$ cat src/rtl/mul_sequencer_pkg.sv
// -----------------------------------------------------------------------------
// mul_sequencer_pkg
// Shared definitions for the H6 multiply sequencer: the state encoding and the
// default operand/counter widths. Imported by mul_sequencer and its counter.
// No ports.
// -----------------------------------------------------------------------------
package mul_sequencer_pkg;

   localparam int unsigned DEF_WIDTH = 16;  // operand width = iteration count
   localparam int unsigned DEF_CNT_W = 5;   // must satisfy 2**CNT_W > WIDTH

   // Encoding is fixed so debug probes on the state bits read consistently.
   typedef enum logic [1:0] {
      IDLE = 2'd0,
      LOAD = 2'd1,
      ITER = 2'd2,
      FLAG = 2'd3
   } state_e;

endpackage

$ cat src/rtl/mul_iter_counter.sv
// -----------------------------------------------------------------------------
// mul_iter_counter
// Iteration counter for the multiply sequencer. Loaded once per multiply,
// decremented once per iterate cycle, and never wraps below zero.
// Ports:
//   clk, rst_n   clock, asynchronous active-low reset
//   clr_i        synchronous clear (abort); highest priority
//   load_i       load load_val_i
//   load_val_i   value to load (WIDTH-1)
//   dec_i        decrement request; ignored when already zero
//   zero_o       counter is zero
// -----------------------------------------------------------------------------
module mul_iter_counter #(
   parameter int unsigned CNT_W = 5
) (
   input  logic             clk,
   input  logic             rst_n,
   input  logic             clr_i,
   input  logic             load_i,
   input  logic [CNT_W-1:0] load_val_i,
   input  logic             dec_i,
   output logic             zero_o
);

   logic [CNT_W-1:0] cnt_q, cnt_d;

   // NOTE: every signal assigned in always_comb gets a default first, so no
   // path leaves it unassigned and no latch is inferred.
   always_comb begin
      cnt_d = cnt_q;
      if (clr_i) begin
         cnt_d = '0;
      end else if (load_i) begin
         cnt_d = load_val_i;
      end else if (dec_i && (cnt_q != '0)) begin
         cnt_d = cnt_q - 1'b1;
      end
   end

   // NOTE: sequential state uses non-blocking assignments so every register
   // samples pre-edge values regardless of block evaluation order.
   always_ff @(posedge clk or negedge rst_n) begin
      if (!rst_n) begin
         cnt_q <= '0;
      end else begin
         cnt_q <= cnt_d;
      end
   end

   assign zero_o = (cnt_q == '0);

endmodule

$ cat src/rtl/mul_sequencer.sv
// -----------------------------------------------------------------------------
// mul_sequencer
// Multi-cycle controller for the H6 shift-add multiplier. Sequences the load
// (MUL1), iterate (MUL2) and flag/result (MUL3) phases, drives the H6 A/Q
// strobes and stalls the control FSM while a multiply is in flight.
//
// Ports:
//   clk, rst_n  clock, asynchronous active-low reset
//   start       MUL decoded in EX0; only sampled in IDLE
//   abort       flush request; beats everything, including start
//   q0          H6 multiplier LSB (H6_q_out[0])
//   h6_load     A<=0, Q<=multiplier, M<=multiplicand, C<=0
//   h6_add      A<=A+M this cycle (combinational from q0)
//   h6_shift    shift {C,A,Q} right one bit this cycle
//   MUL1/2/3    phase indicators (load / iterate / flag)
//   busy        stall to the control FSM, LOAD through FLAG
//   done        one-cycle pulse coincident with MUL3
//   h6_sub      (MUL_SIGNED_BOOTH_EN only) A<=A-M this cycle
//   h6_arith    (MUL_SIGNED_BOOTH_EN only) shift is arithmetic; tied high
//
// Build option: define MUL_SIGNED_BOOTH_EN for radix-2 Booth (signed) recoding.
// -----------------------------------------------------------------------------
module mul_sequencer
   import mul_sequencer_pkg::*;
#(
   parameter int unsigned WIDTH = DEF_WIDTH,
   parameter int unsigned CNT_W = DEF_CNT_W
) (
   input  logic clk,
   input  logic rst_n,
   input  logic start,
   input  logic abort,
   input  logic q0,
   output logic h6_load,
   output logic h6_add,
   output logic h6_shift,
   output logic MUL1,
   output logic MUL2,
   output logic MUL3,
   output logic busy,
`ifdef MUL_SIGNED_BOOTH_EN
   output logic h6_sub,
   output logic h6_arith,
`endif
   output logic done
);

   if ((2 ** CNT_W) <= WIDTH) begin : g_bad_cnt_w
      $error("mul_sequencer: CNT_W too narrow for WIDTH");
   end

   localparam logic [CNT_W-1:0] LAST_ITER = CNT_W'(WIDTH - 1);

   state_e state_q, state_d;
   logic   mul1_q, mul2_q, mul3_q, busy_q;
   logic   cnt_zero;

   // Abort wins in every state, including IDLE with start pending.
   always_comb begin
      state_d = state_q;
      if (abort) begin
         state_d = IDLE;
      end else begin
         unique case (state_q)
            IDLE: if (start) state_d = LOAD;
            LOAD: state_d = ITER;
            ITER: if (cnt_zero) state_d = FLAG;
            FLAG: state_d = IDLE;
            default: state_d = IDLE;
         endcase
      end
   end

   // Phase outputs are registered from the next state, so they equal a decode
   // of state_q without any combinational path after the flop.
   always_ff @(posedge clk or negedge rst_n) begin
      if (!rst_n) begin
         state_q <= IDLE;
         mul1_q  <= 1'b0;
         mul2_q  <= 1'b0;
         mul3_q  <= 1'b0;
         busy_q  <= 1'b0;
      end else begin
         state_q <= state_d;
         mul1_q  <= (state_d == LOAD);
         mul2_q  <= (state_d == ITER);
         mul3_q  <= (state_d == FLAG);
         busy_q  <= (state_d != IDLE);
      end
   end

   // Counter holds WIDTH-1 on the first iterate cycle and reaches zero on the
   // last, giving exactly WIDTH iterate cycles.
   mul_iter_counter #(
      .CNT_W (CNT_W)
   ) u_iter_counter (
      .clk        (clk),
      .rst_n      (rst_n),
      .clr_i      (abort),
      .load_i     (state_q == LOAD),
      .load_val_i (LAST_ITER),
      .dec_i      (state_q == ITER),
      .zero_o     (cnt_zero)
   );

   assign MUL1     = mul1_q;
   assign MUL2     = mul2_q;
   assign MUL3     = mul3_q;
   assign done     = mul3_q;
   assign busy     = busy_q;
   assign h6_load  = mul1_q;
   assign h6_shift = mul2_q;

`ifdef MUL_SIGNED_BOOTH_EN
   // q_m1 is the multiplier bit shifted out on the previous iterate cycle;
   // together with q0 it forms the Booth pair.
   logic q_m1_q;

   always_ff @(posedge clk or negedge rst_n) begin
      if (!rst_n) begin
         q_m1_q <= 1'b0;
      end else if (abort || (state_q == LOAD)) begin
         q_m1_q <= 1'b0;
      end else if (state_q == ITER) begin
         q_m1_q <= q0;
      end
   end

   assign h6_sub   = mul2_q &  q0 & ~q_m1_q;  // pair 10
   assign h6_add   = mul2_q & ~q0 &  q_m1_q;  // pair 01
   assign h6_arith = 1'b1;
`else
   // Mealy on q0: H6 adds and shifts in the same cycle.
   assign h6_add = mul2_q & q0;
`endif

endmodule

$ cat config.mk
export PLATFORM = sky130hd
export DESIGN_NAME = mul_sequencer
export DESIGN_NICKNAME = d
export VERILOG_FILES = /design/src/rtl/mul_sequencer_pkg.sv /design/src/rtl/mul_iter_counter.sv /design/src/rtl/mul_sequencer.sv
export SDC_FILE = /design/constraint.sdc
export NUM_CORES = 1
export LEC_CHECK = 0
export CAP_MARGIN = 20
export CELL_PAD_IN_SITES_DETAIL_PLACEMENT = 0
export CELL_PAD_IN_SITES_GLOBAL_PLACEMENT = 1
export CORE_UTILIZATION = 38
export DETAILED_ROUTE_END_ITERATION = 8
export GPL_TIMING_DRIVEN = 0
export PLACE_DENSITY_LB_ADDON = 0.08
export REMOVE_ABC_BUFFERS = 1
export SYNTH_ARGS = -nofsm -noshare
export SYNTH_HDL_FRONTEND = slang
export SYNTH_HIERARCHICAL = 1
export SYNTH_SLANG_ARGS = --single-unit
$ cat constraint.sdc
create_clock -name clk -period 2.1 [get_ports clk]
set_input_delay 0.42 -clock clk [delete_from_list [all_inputs] [get_ports clk]]
set_output_delay 0.42 -clock clk [all_outputs]
set_load 0.01 [all_outputs]
==> flow_summary.toml, run 1 <==
[die]
core_area_sq_mm = 0.00158
placementRows = 14
die-area_sq_mm = 0.00192
start_util = 0.422
die_y_microns = 43.9
io_pins = 13
die_w_microns = 43.9

[run_status]
outcome = "finished, violations left"
violations = "DRC"

[routing]
drc = 2
num_vias = 510
firstDrtPassIters = 8
antenna_left = 0
drt_iter0_markers = 13
wl_microns = 1270
wl_per_cell_microns = 13.6
drt-vias-per-instance = 5.43

[global_routing]
grt_overflow = 0
grt_max_degree = 12
grt_pass1_vias = 458
track_usage = 0.164
antenna_found_initial = 0
grt_first_pass_wirelength_microns = 2210

[sta]
max_slew_margin = 0.644
fin_crit_ns = 1.91
rsz0062_at_grt = "false"
fmax_ghz = 0.523
setup_tns_ns = 0
hold_ws_ns = 0.481
fin_skew_ns = 0.00532
hold_viol = 0
drv_slew = 0
tightestPinTransition_ns = 0.533
period_share = 0.910
finalSetupViolCount = 0

[clock_network]
cts.path.max_buffers = 2
cts_setup_buffers = 0
htreeDepth = 1
path_clk_slew_ns = 0.08
clock-sinks = 11
root_buffer = "clkbuf_4"
cts_tree = "yes"
cts_resized = 0
cts-hold-fix-buffers = 0
cts_buffers = 3
clock_latency_ns = 0.27

[setup_path]
crit_chain = "clkdlybuf4s50_1 -> and2_1 -> clkdlybuf4s50_1"
crit_fanout = 1
cp_data_arrival_time_ns = 1.49
crit_type = "in -> out"
cp-endpoint = "h6_add"
path_common_cell = "clkdlybuf4s50_1"
start_kind = "input pin"
cpPeakStageDelay_ns = 0.52
required_ns = 1.68
cp_slowest_cell = "clkdlybuf4s50_1"
startpoint = "q0"
reg2reg_slack_ns = 0.23
rr_endpoint = "MUL2"
cp-end-kind = "output pin"
rr_startpoint = "u_iter_counter/cnt_q[1]"
reg2reg_depth = 8

[cells_and_area]
n_fill_cell = 150
num_antenna_cells = 0
area_growth_pct = 21.6
layout_common_cells = "clkdlybuf4s50_1 (12), dfrtp_1 (11), inv_1 (8)"
finalNetCount = 88
drive_gt1_frac = 0.141
regArea_sq_um = 275
multi_input_area_sq_um = 334
final_common_cell = "clkdlybuf4s50_1"

[flow_run]
drv_cap = 0

[pwr]
intPower_uw = 600
power.leakage_uw = 0.000361
seqPwrFrac = 0.326
clockPowerShare = 0.148
p_sw_frac = 0.409
power_frac_comb = 0.527
peakVddDrop_uv = 606
power.switching_uw = 415
powerDensity_mw_per_mm2 = 1250

[synthesis]
synthCells = 63
syn_avg_cell_area_sq_um = 10.6
synth_edf_count = 0
syn_area_sq_um = 666
ys_warn_count = 6
async_flop_share = 1.00
ys_seq_area_frac = 0.414
ys_seq_elements = 11
yosysUniqueCellTypes = 30
synth_ff_type = "dfrtp_1"

[placement]
gp_congestion = 0.722
detailed_place_hpwl_microns = 914
io_buffer_count = 12

[hold_path]
hp-class = "in -> async"
==> Yosys cell counts (2+ instances only) <==
cell type / instances / area share
a21oi_1: 2 / 0.015
and2_1: 2 / 0.019
dfrtp_1: 11 / 0.41
conb_1: 2 / 0.011
nor2b_1: 2 / 0.019
a311oi_1: 2 / 0.026
nor3_1: 2 / 0.015
buf_4: 3 / 0.034
inv_1: 8 / 0.045
nand2_1: 2 / 0.011
nor2_1: 5 / 0.028
ha_1: 4 / 0.075
==> layout make-up <==
class | count | share of cell area
multi-input cells | 42 | 0.413
flip-flops and latches | 11 | 0.340
repair buffers | 12 | 0.148
clock buffers | 4 | 0.0325
well taps | 16 | 0.0247
inverters | 9 | 0.0417
==> registers in the layout, indices dropped and copies added (netlist names) <==
register and cells:
MUL3 1, MUL1 1, MUL2 1, u_iter_counter/cnt_q 5
state_q 2, busy 1
==> cell families after synthesis <==
| kind of cell | synth area share |
|---|---|
| buffers and inverters | 0.101 |
| adder cells (fa/ha/maj) | 0.0752 |
| AND/OR/NAND/NOR | 0.173 |
| flip-flops | 0.414 |
| multiplexers | 0.0376 |
| AO/OA/AOI/OAI | 0.188 |
| other | 0.0113 |
==> how the worst min path moves through the flow <==
stage	endpoint	slack (ns)	depth (start not counted)
CTS	u_iter_counter/cnt_q[4]	0.50	1
global route	u_iter_counter/cnt_q[4]	0.52	1
floorplan	MUL1	0.12	0
global placement	u_iter_counter/cnt_q[0]	0.60	3
detailed placement	u_iter_counter/cnt_q[4]	0.59	2
finish	MUL3	0.48	1
==> routing by layer <==
metal | GRT usage | vias up | routed length, microns
li1 | - | 243 | -
met1 | 0.217 | 242 | 574
met5 | 0 | - | 0
met3 | 0.0750 | 4 | 84
met4 | 0.0364 | 0 | 28
met2 | 0.245 | 21 | 587
==> worst max-delay path: cells and delay by family <==
kind / cells / cell delay [ns]
and+or+nand+nor: 1 / 0.11
buffers and inverters: 2 / 0.96
==> through the flow <==
stage | utilization | cell area (sq um) | power [uW] | worst slack (ns) | std cells
final | 0.513 | 810 | 1020 | 0.189 | 94
after global routing | 0.513 | 810 | 1100 | 0.129 | 94
after CTS | 0.513 | 810 | 1030 | 0.186 | 94
after detailed placement | 0.497 | 783 | 871 | 0.186 | 90
after global placement | 0.497 | 783 | 862 | 0.189 | 90
after floorplan | - | 643 | 706 | 0.409 | 62
==> power by group through the flow <==
stage	Clock (uW)	Combinational [uW]	Sequential, uW
finish	150	535	331
floorplan	0	365	340
global placement	0	528	334
detailed placement	0	539	332
CTS	155	541	330
global route	165	589	340
Note: power is estimated with default switching activity, not from simulation.
==> inputs of run 2 (changes only) <==
Settings changed: CORE_MARGIN set to 2.
==> run 2 against run 1 <==
  * The run now ends clean
  * Die area rose by 9.3%
  * Clock power fell by 6%
  * Routed wire length increased by 0.31%
  * Worst hold slack better by 0.012 ns
  * Register-to-register slack improved by 0.05 ns
  * Sequential power grew 1%
  * Clock skew shrank 0.0025 ns
  * Critical path type unchanged
==> flow_summary.toml, run 2 (same netlist as run 1, synthesis figures left out) <==
[sta]
fin_skew_ns = 0.00279
period_share = 0.938
rsz0062_at_grt = "false"
tightestPinTransition_ns = 0.512
finalSetupViolCount = 0
setup_tns_ns = 0
fin_crit_ns = 1.97
drv_slew = 0
fmax_ghz = 0.508
hold_viol = 0
max_slew_margin = 0.658

[clock_network]
cts_tree = "yes"
clock_latency_ns = 0.26
cts_resized = 0
cts.path.max_buffers = 2
path_clk_slew_ns = 0.07
cts-hold-fix-buffers = 0
cts_buffers = 3
clock-sinks = 11
htreeDepth = 1
cts_setup_buffers = 0
root_buffer = "clkbuf_4"

[setup_path]
crit_type = "in -> out"
path_depth = 3
reg2reg_slack_ns = 0.28
rr_startpoint = "u_iter_counter/cnt_q[1]"
rr_endpoint = "MUL1"
reg2reg_depth = 8
cp-end-kind = "output pin"
cp_data_arrival_time_ns = 1.55
required_ns = 1.68
cpPeakStageDelay_ns = 0.53
critical-path-top-delay-family = "buffers and inverters"
crit_chain = "clkdlybuf4s50_1 -> and2_1 -> clkdlybuf4s50_1"
cp_slowest_cell = "clkdlybuf4s50_1"
path_buf_inv = 2
path_common_cell = "clkdlybuf4s50_1"
crit_fanout = 1
start_kind = "input pin"

[cells_and_area]
fin_area_sq_um = 811
n_fill_cell = 170
final_common_cell = "clkdlybuf4s50_1"
num_antenna_cells = 0
regMostFlops = "u_iter_counter/cnt_q"
finalNetCount = 88
layout_common_cells = "clkdlybuf4s50_1 (12), dfrtp_1 (11), inv_1 (8)"
post-route-util = 0.480
largest_reg_flops = 5
area_growth_pct = 21.8
drive_gt1_frac = 0.141
largestRegisters = "u_iter_counter/cnt_q (5), state_q (2)"

[hold_path]
hp-class = "in -> async"

[die]
die_w_microns = 45.9
placementRows = 15
die_y_microns = 45.9
die-area_sq_mm = 0.00210
io_pins = 13
start_util = 0.394
core_area_sq_mm = 0.00169

[global_routing]
grt_overflow = 0
grt_pass1_vias = 516
track_usage = 0.151
antenna_found_initial = 0
grt_max_degree = 12
grt_first_pass_wirelength_microns = 2220

[routing]
drt-vias-per-instance = 5.14
num_vias = 488
antenna_left = 0
wl_microns = 1280
drt_iter0_markers = 11
firstDrtPassIters = 3
wl_per_cell_microns = 13.5
drc = 0

[placement]
io_buffer_count = 12
gp_congestion = 0.711
detailed_place_hpwl_microns = 920
place_area_sq_um = 785

[pwr]
powerDensity_mw_per_mm2 = 1240
power.leakage_uw = 0.000361
peakVddDrop_uv = 620

[run_status]
outcome = "completed"

[flow_run]
drv_cap = 0
==> run 2: cell counts in the layout (fill, tap and decap cells not counted) <==
No cell type changed its count.
==> run 2: worst max path at each step <==
stage / from / end / slack, ns
5_1_grt: q0 / h6_add / 0.12
4_1_cts: q0 / h6_add / 0.12
3_3_place_gp: q0 / h6_add / 0.18
2_1_floorplan: u_iter_counter/cnt_q[1] / u_iter_counter/cnt_q[3] / 0.41
6_report: q0 / h6_add / 0.13
3_5_place_dp: q0 / h6_add / 0.18
==> run 2: worst register-to-register path, delay by kind of cell, from the launching register on <==
family / cells / cell delay [ns]
DFF: 1 / 0.38
muxes: 1 / 0.14
adders and majority gates: 1 / 0.18
buffers and inverters: 3 / 0.30
and+or+nand+nor: 2 / 0.65
AOI/OAI and AO/OA: 1 / 0.12
==> run 2: where the power goes <==
group / leakage (uW) / switching [uW] / internal (uW) / total (uW)
clock network: 0.0000150 / 67.8 / 73.4 / 141
logic: 0.000198 / 280 / 247 / 527
registers: 0.000148 / 55.6 / 280 / 335
total: 0.000361 / 403 / 600 / 1000
==> run 2: per-stage QoR <==
step / instances / power (uW) / setup WS, ns / hold slack [ns]
after global placement: 91 / 865 / 0.181 / 0.599
after CTS: 95 / 1020 / 0.120 / 0.501
after global routing: 95 / 1090 / 0.117 / 0.559
after floorplan: 62 / 706 / 0.409 / 0.124
final: 95 / 1000 / 0.130 / 0.493
after detailed placement: 91 / 867 / 0.177 / 0.615
==> run 2: final cells by class <==
cell class	count	area [sq um]	area share
clock buffers	4	26.3	0.0324
inverters	9	33.8	0.0417
multi-input cells	42	334	0.412
flip-flops and latches	11	275	0.340
well taps	17	21.3	0.0262
repair buffers	12	120	0.148
==> run 2: layer usage <==
layer  global-route usage  vias up  wire [microns]
met5                    0        -               0
met4               0.0686        0               0
met3               0.0238        0              38
met2                0.236        6             671
met1                0.201      238             569
li1                     -      244               -
